### src/rtl/rgb2gray_convert.sv
// rgb2gray_convert
// Three-stage RGB-to-luma pipeline with delayed sync framing and an
// input-side frame geometry checker that reports sticky error flags.
// Y = (77*R + 150*G + 29*B + 128) >> 8, saturated to the output width.

module rgb2gray_convert #(
    parameter int NB_IMG_HORI = 960,
    parameter int NB_IMG_VERT = 640,
    parameter int WD_IMG_DATA = 8,
    parameter int WD_ERR_INFO = 4
) (
    input  logic                       i_sys_clk,
    input  logic                       i_sys_reset,
    input  logic                       s_img_rgb_c_fsync,
    input  logic                       s_img_rgb_c_vsync,
    input  logic                       s_img_rgb_c_hsync,
    input  logic [3*WD_IMG_DATA-1:0]   s_img_rgb_p_mdat0,
    output logic                       m_img_gray_c_fsync,
    output logic                       m_img_gray_c_vsync,
    output logic                       m_img_gray_c_hsync,
    output logic [WD_IMG_DATA-1:0]     m_img_gray_y_mdat0,
    output logic [WD_ERR_INFO-1:0]     m_err_rgb2gray_info1
);

    localparam int W   = WD_IMG_DATA;
    localparam int WP  = WD_IMG_DATA + 8;
    localparam int WS  = WD_IMG_DATA + 9;
    // Counter widths leave the all-ones saturation value above the nominal count,
    // so an overlong line or frame is never mistaken for a correct one.
    localparam int WPC = $clog2(NB_IMG_HORI + 2);
    localparam int WLC = $clog2(NB_IMG_VERT + 2);

    localparam logic [7:0]     COEF_R  = 8'd77;
    localparam logic [7:0]     COEF_G  = 8'd150;
    localparam logic [7:0]     COEF_B  = 8'd29;
    localparam logic [WS-1:0]  ROUND   = WS'(128);
    localparam logic [W:0]     Y_MAX   = {1'b0, {W{1'b1}}};
    localparam logic [WPC-1:0] HORI    = WPC'(NB_IMG_HORI);
    localparam logic [WLC-1:0] VERT    = WLC'(NB_IMG_VERT);

    logic [W-1:0]   pix_r;
    logic [W-1:0]   pix_g;
    logic [W-1:0]   pix_b;

    logic [2:0]     fs_sr;
    logic [2:0]     vs_sr;
    logic [2:0]     hs_sr;

    logic [WP-1:0]  prod_r;
    logic [WP-1:0]  prod_g;
    logic [WP-1:0]  prod_b;
    logic [WS-1:0]  sum;
    logic [W:0]     y_shift;
    logic [W-1:0]   y_sat;
    logic [W-1:0]   y_out;

    logic           fsync_q;
    logic           vsync_q;
    logic           fs_rise;
    logic           fs_fall;
    logic           vs_rise;
    logic           vs_fall;
    logic [WPC-1:0] pix_cnt;
    logic [WLC-1:0] line_cnt;
    logic [WLC-1:0] line_cnt_nxt;
    logic           armed;
    logic [3:0]     err_set;
    logic [3:0]     err;

    assign pix_r = s_img_rgb_p_mdat0[3*W-1 -: W];
    assign pix_g = s_img_rgb_p_mdat0[2*W-1 -: W];
    assign pix_b = s_img_rgb_p_mdat0[W-1:0];

    // Sync delay lines; hs_sr doubles as the per-stage valid bits.
    always_ff @(posedge i_sys_clk) begin
        if (i_sys_reset) begin
            fs_sr <= '0;
            vs_sr <= '0;
            hs_sr <= '0;
        end else begin
            fs_sr <= {fs_sr[1:0], s_img_rgb_c_fsync};
            vs_sr <= {vs_sr[1:0], s_img_rgb_c_vsync};
            hs_sr <= {hs_sr[1:0], s_img_rgb_c_hsync};
        end
    end

    // Stage 1: weighted products, captured only on a pixel strobe.
    always_ff @(posedge i_sys_clk) begin
        if (i_sys_reset) begin
            prod_r <= '0;
            prod_g <= '0;
            prod_b <= '0;
        end else if (s_img_rgb_c_hsync) begin
            prod_r <= WP'(pix_r) * WP'(COEF_R);
            prod_g <= WP'(pix_g) * WP'(COEF_G);
            prod_b <= WP'(pix_b) * WP'(COEF_B);
        end
    end

    // Stage 2: rounded sum of products.
    always_ff @(posedge i_sys_clk) begin
        if (i_sys_reset) begin
            sum <= '0;
        end else if (hs_sr[0]) begin
            sum <= WS'(prod_r) + WS'(prod_g) + WS'(prod_b) + ROUND;
        end
    end

    // Divide by 256 and clamp to the output range.
    always_comb begin
        y_shift = sum[WS-1:8];
        y_sat   = (y_shift > Y_MAX) ? {W{1'b1}} : y_shift[W-1:0];
    end

    // Stage 3: output pixel register, holds between strobes.
    always_ff @(posedge i_sys_clk) begin
        if (i_sys_reset) begin
            y_out <= '0;
        end else if (hs_sr[1]) begin
            y_out <= y_sat;
        end
    end

    assign m_img_gray_c_fsync = fs_sr[2];
    assign m_img_gray_c_vsync = vs_sr[2];
    assign m_img_gray_c_hsync = hs_sr[2];
    assign m_img_gray_y_mdat0 = y_out;

    // Registered copies for edge detection. They keep tracking the inputs during
    // reset so that releasing reset mid-frame does not fake an fsync/vsync rise.
    always_ff @(posedge i_sys_clk) begin
        fsync_q <= s_img_rgb_c_fsync;
        vsync_q <= s_img_rgb_c_vsync;
    end

    always_comb begin
        fs_rise = s_img_rgb_c_fsync  & ~fsync_q;
        fs_fall = ~s_img_rgb_c_fsync & fsync_q;
        vs_rise = s_img_rgb_c_vsync  & ~vsync_q;
        vs_fall = ~s_img_rgb_c_vsync & vsync_q;
    end

    // Pixels per line; a strobe coinciding with the vsync rise is the first pixel.
    always_ff @(posedge i_sys_clk) begin
        if (i_sys_reset) begin
            pix_cnt <= '0;
        end else if (vs_rise) begin
            pix_cnt <= WPC'(s_img_rgb_c_hsync);
        end else if (s_img_rgb_c_hsync && s_img_rgb_c_vsync && (pix_cnt != '1)) begin
            pix_cnt <= pix_cnt + WPC'(1);
        end
    end

    // Next line count includes a line ending in the same cycle the frame ends.
    always_comb begin
        line_cnt_nxt = line_cnt;
        if (vs_fall && fsync_q && (line_cnt != '1)) begin
            line_cnt_nxt = line_cnt + WLC'(1);
        end
    end

    // Lines per frame.
    always_ff @(posedge i_sys_clk) begin
        if (i_sys_reset) begin
            line_cnt <= '0;
        end else if (fs_rise) begin
            line_cnt <= '0;
        end else begin
            line_cnt <= line_cnt_nxt;
        end
    end

    // Geometry checks are only trusted once a whole frame has been seen from its start.
    always_ff @(posedge i_sys_clk) begin
        if (i_sys_reset) begin
            armed <= 1'b0;
        end else if (fs_rise) begin
            armed <= 1'b1;
        end
    end

    always_comb begin
        err_set[0] = armed & vs_fall & (pix_cnt != HORI);
        err_set[1] = armed & fs_fall & (line_cnt_nxt != VERT);
        err_set[2] = s_img_rgb_c_hsync & ~s_img_rgb_c_vsync;
        err_set[3] = s_img_rgb_c_vsync & ~s_img_rgb_c_fsync;
    end

    // Sticky flags: fsync rise clears old flags but a same-cycle new flag still lands.
    always_ff @(posedge i_sys_clk) begin
        if (i_sys_reset) begin
            err <= '0;
        end else begin
            err <= (fs_rise ? 4'b0000 : err) | err_set;
        end
    end

    // Upper error bits beyond the defined four read as zero.
    always_comb begin
        m_err_rgb2gray_info1      = '0;
        m_err_rgb2gray_info1[3:0] = err;
    end

endmodule

### config.mk
export PLATFORM = sky130hd
export DESIGN_NAME = rgb2gray_convert
export DESIGN_NICKNAME = d
export VERILOG_FILES = /design/src/rtl/rgb2gray_convert.sv
export SDC_FILE = /design/constraint.sdc
export NUM_CORES = 1
export LEC_CHECK = 0
export ABC_AREA = 0
export CORE_ASPECT_RATIO = 2
export CORE_MARGIN = 2
export CORE_UTILIZATION = 55
export CTS_CLUSTER_DIAMETER = 100
export DETAILED_ROUTE_END_ITERATION = 8
export PLACE_DENSITY = 0.87
export SETUP_SLACK_MARGIN = 0.5
export SLEW_MARGIN = 10
export SYNTH_ARGS = -nofsm -noshare
export SYNTH_HDL_FRONTEND = slang
export SYNTH_SLANG_ARGS = --single-unit
### constraint.sdc
create_clock -name i_sys_clk -period 4.8 [get_ports i_sys_clk]
set_input_delay 1.44 -clock i_sys_clk [delete_from_list [all_inputs] [get_ports i_sys_clk]]
set_output_delay 1.44 -clock i_sys_clk [all_outputs]
set_load 0.02 [all_outputs]
* Yosys cells after proc, flatten, opt, wreduce, memory -nomap -nowiden
Index checks and enable logic that the tools add are counted.
W data, S select, Z words.
** Storage, ports and cells
- Memory bits (writable) :: 0
- Output and inout port bits :: 15
- Bits in latches :: 0
- Memories kept :: 0
- Input port bits :: 29
- Logic and storage cells :: 55
- Bits in registers :: 104
- Memory bits (read-only) :: 0
** Operators by class
- Multiply operators :: 3
- $lt $le $gt $ge :: 1
- Equal/unequal tests :: 4
- Shift-type cells :: 0
- Mux-type cells :: 5
- Reductions and logical operators :: 7
- Bitwise gates (word level) :: 15
- $add $sub $neg :: 5
- Div/mod/pow operators :: 0
** Operators by type and width (count)
- $ne A10 B10 Y1 const B :: 4
- $mul A8 B7 Y15 const B :: 2
- $add A10 B1 Y10 const B :: 2
- $add A15 B16 Y17 :: 1
- $add A17 B13 Y17 :: 1
- $add A17 B8 Y17 const B :: 1
- $mul A8 B5 Y13 const B :: 1
- $and A1 B1 Y1 :: 10
- $mux W10 :: 1
- $gt A9 B8 Y1 const B :: 1
- $mux W8 :: 1
- $logic_and A1 B1 Y1 :: 4
- $mux W4 :: 1
- $not A1 Y1 :: 4
- $or A4 B4 Y4 :: 1
- $reduce_or A2 Y1 :: 2
- $mux W1 :: 2
- $reduce_bool A2 Y1 :: 1

* Depth between registers and ports, before layout
- Depth in word-level cells :: 8
- Gate-level depth with buffers :: 14
- Depth with buffers taken out :: 14

* Least setup slack after synthesis
No wires, ideal clock.
- Path type :: input to register
- Start :: input port s_img_rgb_p_mdat0[12]
- End :: register prod_g[15]
- Setup slack :: 0.140 ns
- Cell stages on the path :: 13
- Arrival time :: 4.528 ns
- Cells stage by stage :: ha_1 -> ha_1 -> inv_1 -> fa_1 -> fa_1 -> inv_1 -> ha_1 -> o21a_1 -> o21a_1 -> o22ai_1 -> o21bai_1 -> a2111oi_0 -> nor3_1
** On the way
- Longest elaborated chain between the ends :: 1
** RTL lines
- start, declared :: line 17 : input logic [3*WD_IMG_DATA-1:0] s_img_rgb_p_mdat0,
- $mul A8 B7 Y15 :: line 95 : prod_g <= WP'(pix_g) * WP'(COEF_G);
- end signal, assigned :: line 95
- end, declared :: line 50 : logic [WP-1:0] prod_g;
No other way between the ends.
A chain may end at the register's enable or synchronous reset.

* Worst setup path in the final report
- Start :: input port s_img_rgb_p_mdat0[15]
- End :: register prod_g[14]
Same word-level chain as after synthesis.

==> results.py <==
metrics = {
    "outcome": {
        "status": "finished, final reports clean",
    },
    "placed_design": {
        "pre_cts_slack_ps": -265,
        "port_buffers": 43,
        "gp_routability_congestion": 0.902,
        "dp_hpwl_um": 13200,
    },
    "clocking": {
        "numCtsBuffers": 9,
        "clock_slew_at_reported_path_ffs_ps": 70,
        "tritoncts": "yes",
        "clkLatencyLatePin_ps": 350,
        "numClockSinks": 96,
        "clock_tree.buffer_depth": 2,
        "cts_max_level": 3,
        "ctsRootBufferMaster": "clkbuf_16",
    },
    "synth": {
        "synth.distinct_cells": 70,
        "syn_area_per_cell_sq_um": 9.21,
        "syn-num-nets": 1019,
        "seq_area_frac_synth": 0.254,
        "synthesis.area_sq_mm": 0.00757,
        "cell_count_after_synthesis": 822,
        "synth_warnings": 0,
        "synth-edff-count": 0,
        "async_reset_ff_frac": 0,
        "synth_seq_cells": 96,
        "synth_flop_cell": "dfxtp_1",
    },
    "worst_setup_path": {
        "worst_path_most_repeated_cell": "ha_1",
        "rr_endpoint": "sum[16]",
        "timing.critical_path.fanout_max": 4,
        "crit_start": "s_img_rgb_p_mdat0[15]",
        "crit_type": "input port to flip-flop",
        "cp_data_arrival_time_ps": 4480,
        "max_stage_delay_ps": 430,
        "critical_path.startpoint_type": "input port",
        "start_of_the_worst_register_to_register_path": "prod_g[4]",
        "slowest_stage": "clkdlybuf4s50_1",
        "setup.worst_path.end_class": "flip-flop",
        "worstPathCellList": "clkdlybuf4s50_1 > ha_1 > ha_4 > fa_1 > ha_1 > ha_1 > and3_1 > nor2b_1 > a211oi_2 > a2111oi_2 > a31oi_1 > o21ai_1",
        "r2r.worst_path.cells": 11,
        "timing.critical_path.required_ps": 5030,
        "setup.reg_to_reg.worst_slack_ps": 1670,
        "crit_path_end": "prod_g[14]",
    },
    "floorplanning": {
        "fp-row-count": 60,
        "die_y_um": 170,
        "die_width_um": 87.0,
        "initial_core_util": 0.563,
        "placeableCoreArea_sq_mm": 0.0134,
        "fp.dieArea_sq_mm": 0.0148,
        "floorplan.io_pins": 44,
    },
    "final_layout": {
        "n_antenna_cell": 0,
        "mostFrequentLayoutCells": "111 x ha_1, 102 x inv_1, 96 x dfxtp_1",
        "nFillCells": 973,
        "post_route_cells_drive_above_1_share": 0.155,
        "synthToLayoutAreaGrowth_pct": 19.4,
        "mostFrequentLayoutCell": "ha_1",
        "design.final.nets": 1099,
    },
    "pwr": {
        "vdd_ir_drop_max_mv": 0.266,
        "power.leakage_nw": 4.31,
        "report.power.total_mw": 3.48,
        "power-per-cell-area_mw_per_mm2": 385,
    },
    "route": {
        "detailedRoute.firstPassIterationCount": 4,
        "initialDrtViolationCount": 220,
        "wl_per_cell_um": 16.4,
        "num_vias": 6203,
        "drt_wl_total_um": 17500,
        "drc": 0,
        "detail-route-antenna-nets": 0,
        "detail_route.vias_per_cell": 5.84,
    },
    "timing": {
        "finalSetupViolations": 0,
        "timing.fmax_ghz": 0.235,
        "timing.final.crit_share": 0.886,
        "final_hold_viol_count": 0,
        "timing_worst_slew_pin_value_ps": 546,
        "timing.final.crit_period_ps": 4250,
        "timing.final.ws_setup_ps": 548,
        "rsz0062_at_grt": "true",
        "timing.max_slew.rel_slack": 0.632,
        "clock-skew-final_ps": 8.05,
        "report.final.slew_viol_count": 0,
    },
    "job": {
        "maxCapViolCount": 0,
    },
    "grt": {
        "grt_first_pass_wirelength_um": 28500,
        "grt_start_max_net_pins": 39,
        "overflow": 0,
        "grt_util_all_layers": 0.242,
        "initial_antenna_violation_count": 0,
        "via_count_of_the_first_global_routing_pass": 6464,
    },
    "hold_path": {
        "hp-class": "flip-flop to flip-flop",
    },
}
## critical path: cells and delay by family
family,cells,cell delay (ps)
AOI/OAI and AO/OA,4,690
adders and majority gates,5,1550
buffers and inverters,1,430
and+or+nand+nor,2,360
## power breakdown
group | total (mW) | internal [mW] | leakage [nW] | switching, mW
Combinational | 1.79 | 0.845 | 3.39 | 0.946
Clock | 0.730 | 0.419 | 0.139 | 0.310
Sequential | 0.957 | 0.895 | 0.787 | 0.0619
Total | 3.48 | 2.16 | 4.31 | 1.32
## routing by layer
layer,routed length [um],GRT usage,up-vias
li1,-,-,2999
met1,6160,0.220,3001
met2,9980,0.479,134
met3,444,0.0417,69
met4,872,0.130,0
met5,0,0,-
## state kept, by name (all words and copies together), names as in the netlist
signal	flops
pix_cnt	10
fsync_q	1
prod_r	15
hs_sr	3
line_cnt	10
m_err_rgb2gray_info1	4
vsync_q	1
prod_b	13
prod_g	15
sum	9
vs_sr	3
m_img_gray_y_mdat0	8
fs_sr	3
armed	1
## per-stage QoR
stage / hold WS (ps) / setup TNS (ps) / utilization / std cells / area [sq um]
floorplan: 414 / 0 / - / 822 / 7650
global placement: 420 / -347 / 0.632 / 1041 / 8490
detailed placement: 428 / -1250 / 0.632 / 1041 / 8490
CTS: 444 / 0 / 0.660 / 1057 / 8870
global route: 457 / 0 / 0.672 / 1062 / 9040
finish: 440 / 0 / 0.672 / 1062 / 9040
## synth_stat cells (15+ instances only)
| cell type | number | area, sq um |
|---|---|---|
| mux2i_1 | 27 | 270 |
| a21oi_1 | 25 | 125 |
| dfxtp_1 | 96 | 1920 |
| nor2b_1 | 15 | 93.8 |
| inv_1 | 113 | 424 |
| o21ai_0 | 26 | 130 |
| a211oi_1 | 21 | 158 |
| xnor2_1 | 18 | 158 |
| nor2_1 | 74 | 278 |
| ha_1 | 130 | 1630 |
| nand2_1 | 32 | 120 |
| fa_1 | 38 | 761 |
## kinds of logic after synthesis
kind of cell | count (synthesis) | share of synthesized area
muxes | 28 | 0.0372
xor gates and xnor gates | 32 | 0.0370
DFF | 96 | 0.254
adders and majority gates | 168 | 0.315
and+or+nand+nor | 203 | 0.135
buffers and inverters | 138 | 0.0722
AOI/OAI and AO/OA | 157 | 0.149
## cell type report
class,instances,area (sq um),area share
inverters,114,428,0.0474
well taps,155,194,0.0215
repair buffers,93,781,0.0864
multi-input cells,588,5410,0.599
flip-flops and latches,96,1920,0.213
clock buffers,12,246,0.0273
clock inverters,4,53.8,0.00595
## what timing repair did
item	4_1_cts	5_1_grt
endpoints found under the setup margin	19	17
pin swaps	27	36
gates resized for setup	52	46
setup buffers	0	5
hold buffers	0	0
gates cloned	0	0
## worst min-delay path by stage
stage / startpoint / end / slack (ps) / depth (start not counted)
after floorplan: fs_sr[0] / fs_sr[1] / 410 / 1
after global placement: vs_sr[0] / vs_sr[1] / 420 / 1
after detailed placement: vs_sr[0] / vs_sr[1] / 430 / 1
after CTS: vs_sr[0] / vs_sr[1] / 440 / 1
after global routing: fs_sr[0] / fs_sr[1] / 460 / 1
final: vs_sr[0] / vs_sr[1] / 440 / 1
(Power assumes the default switching activity.)
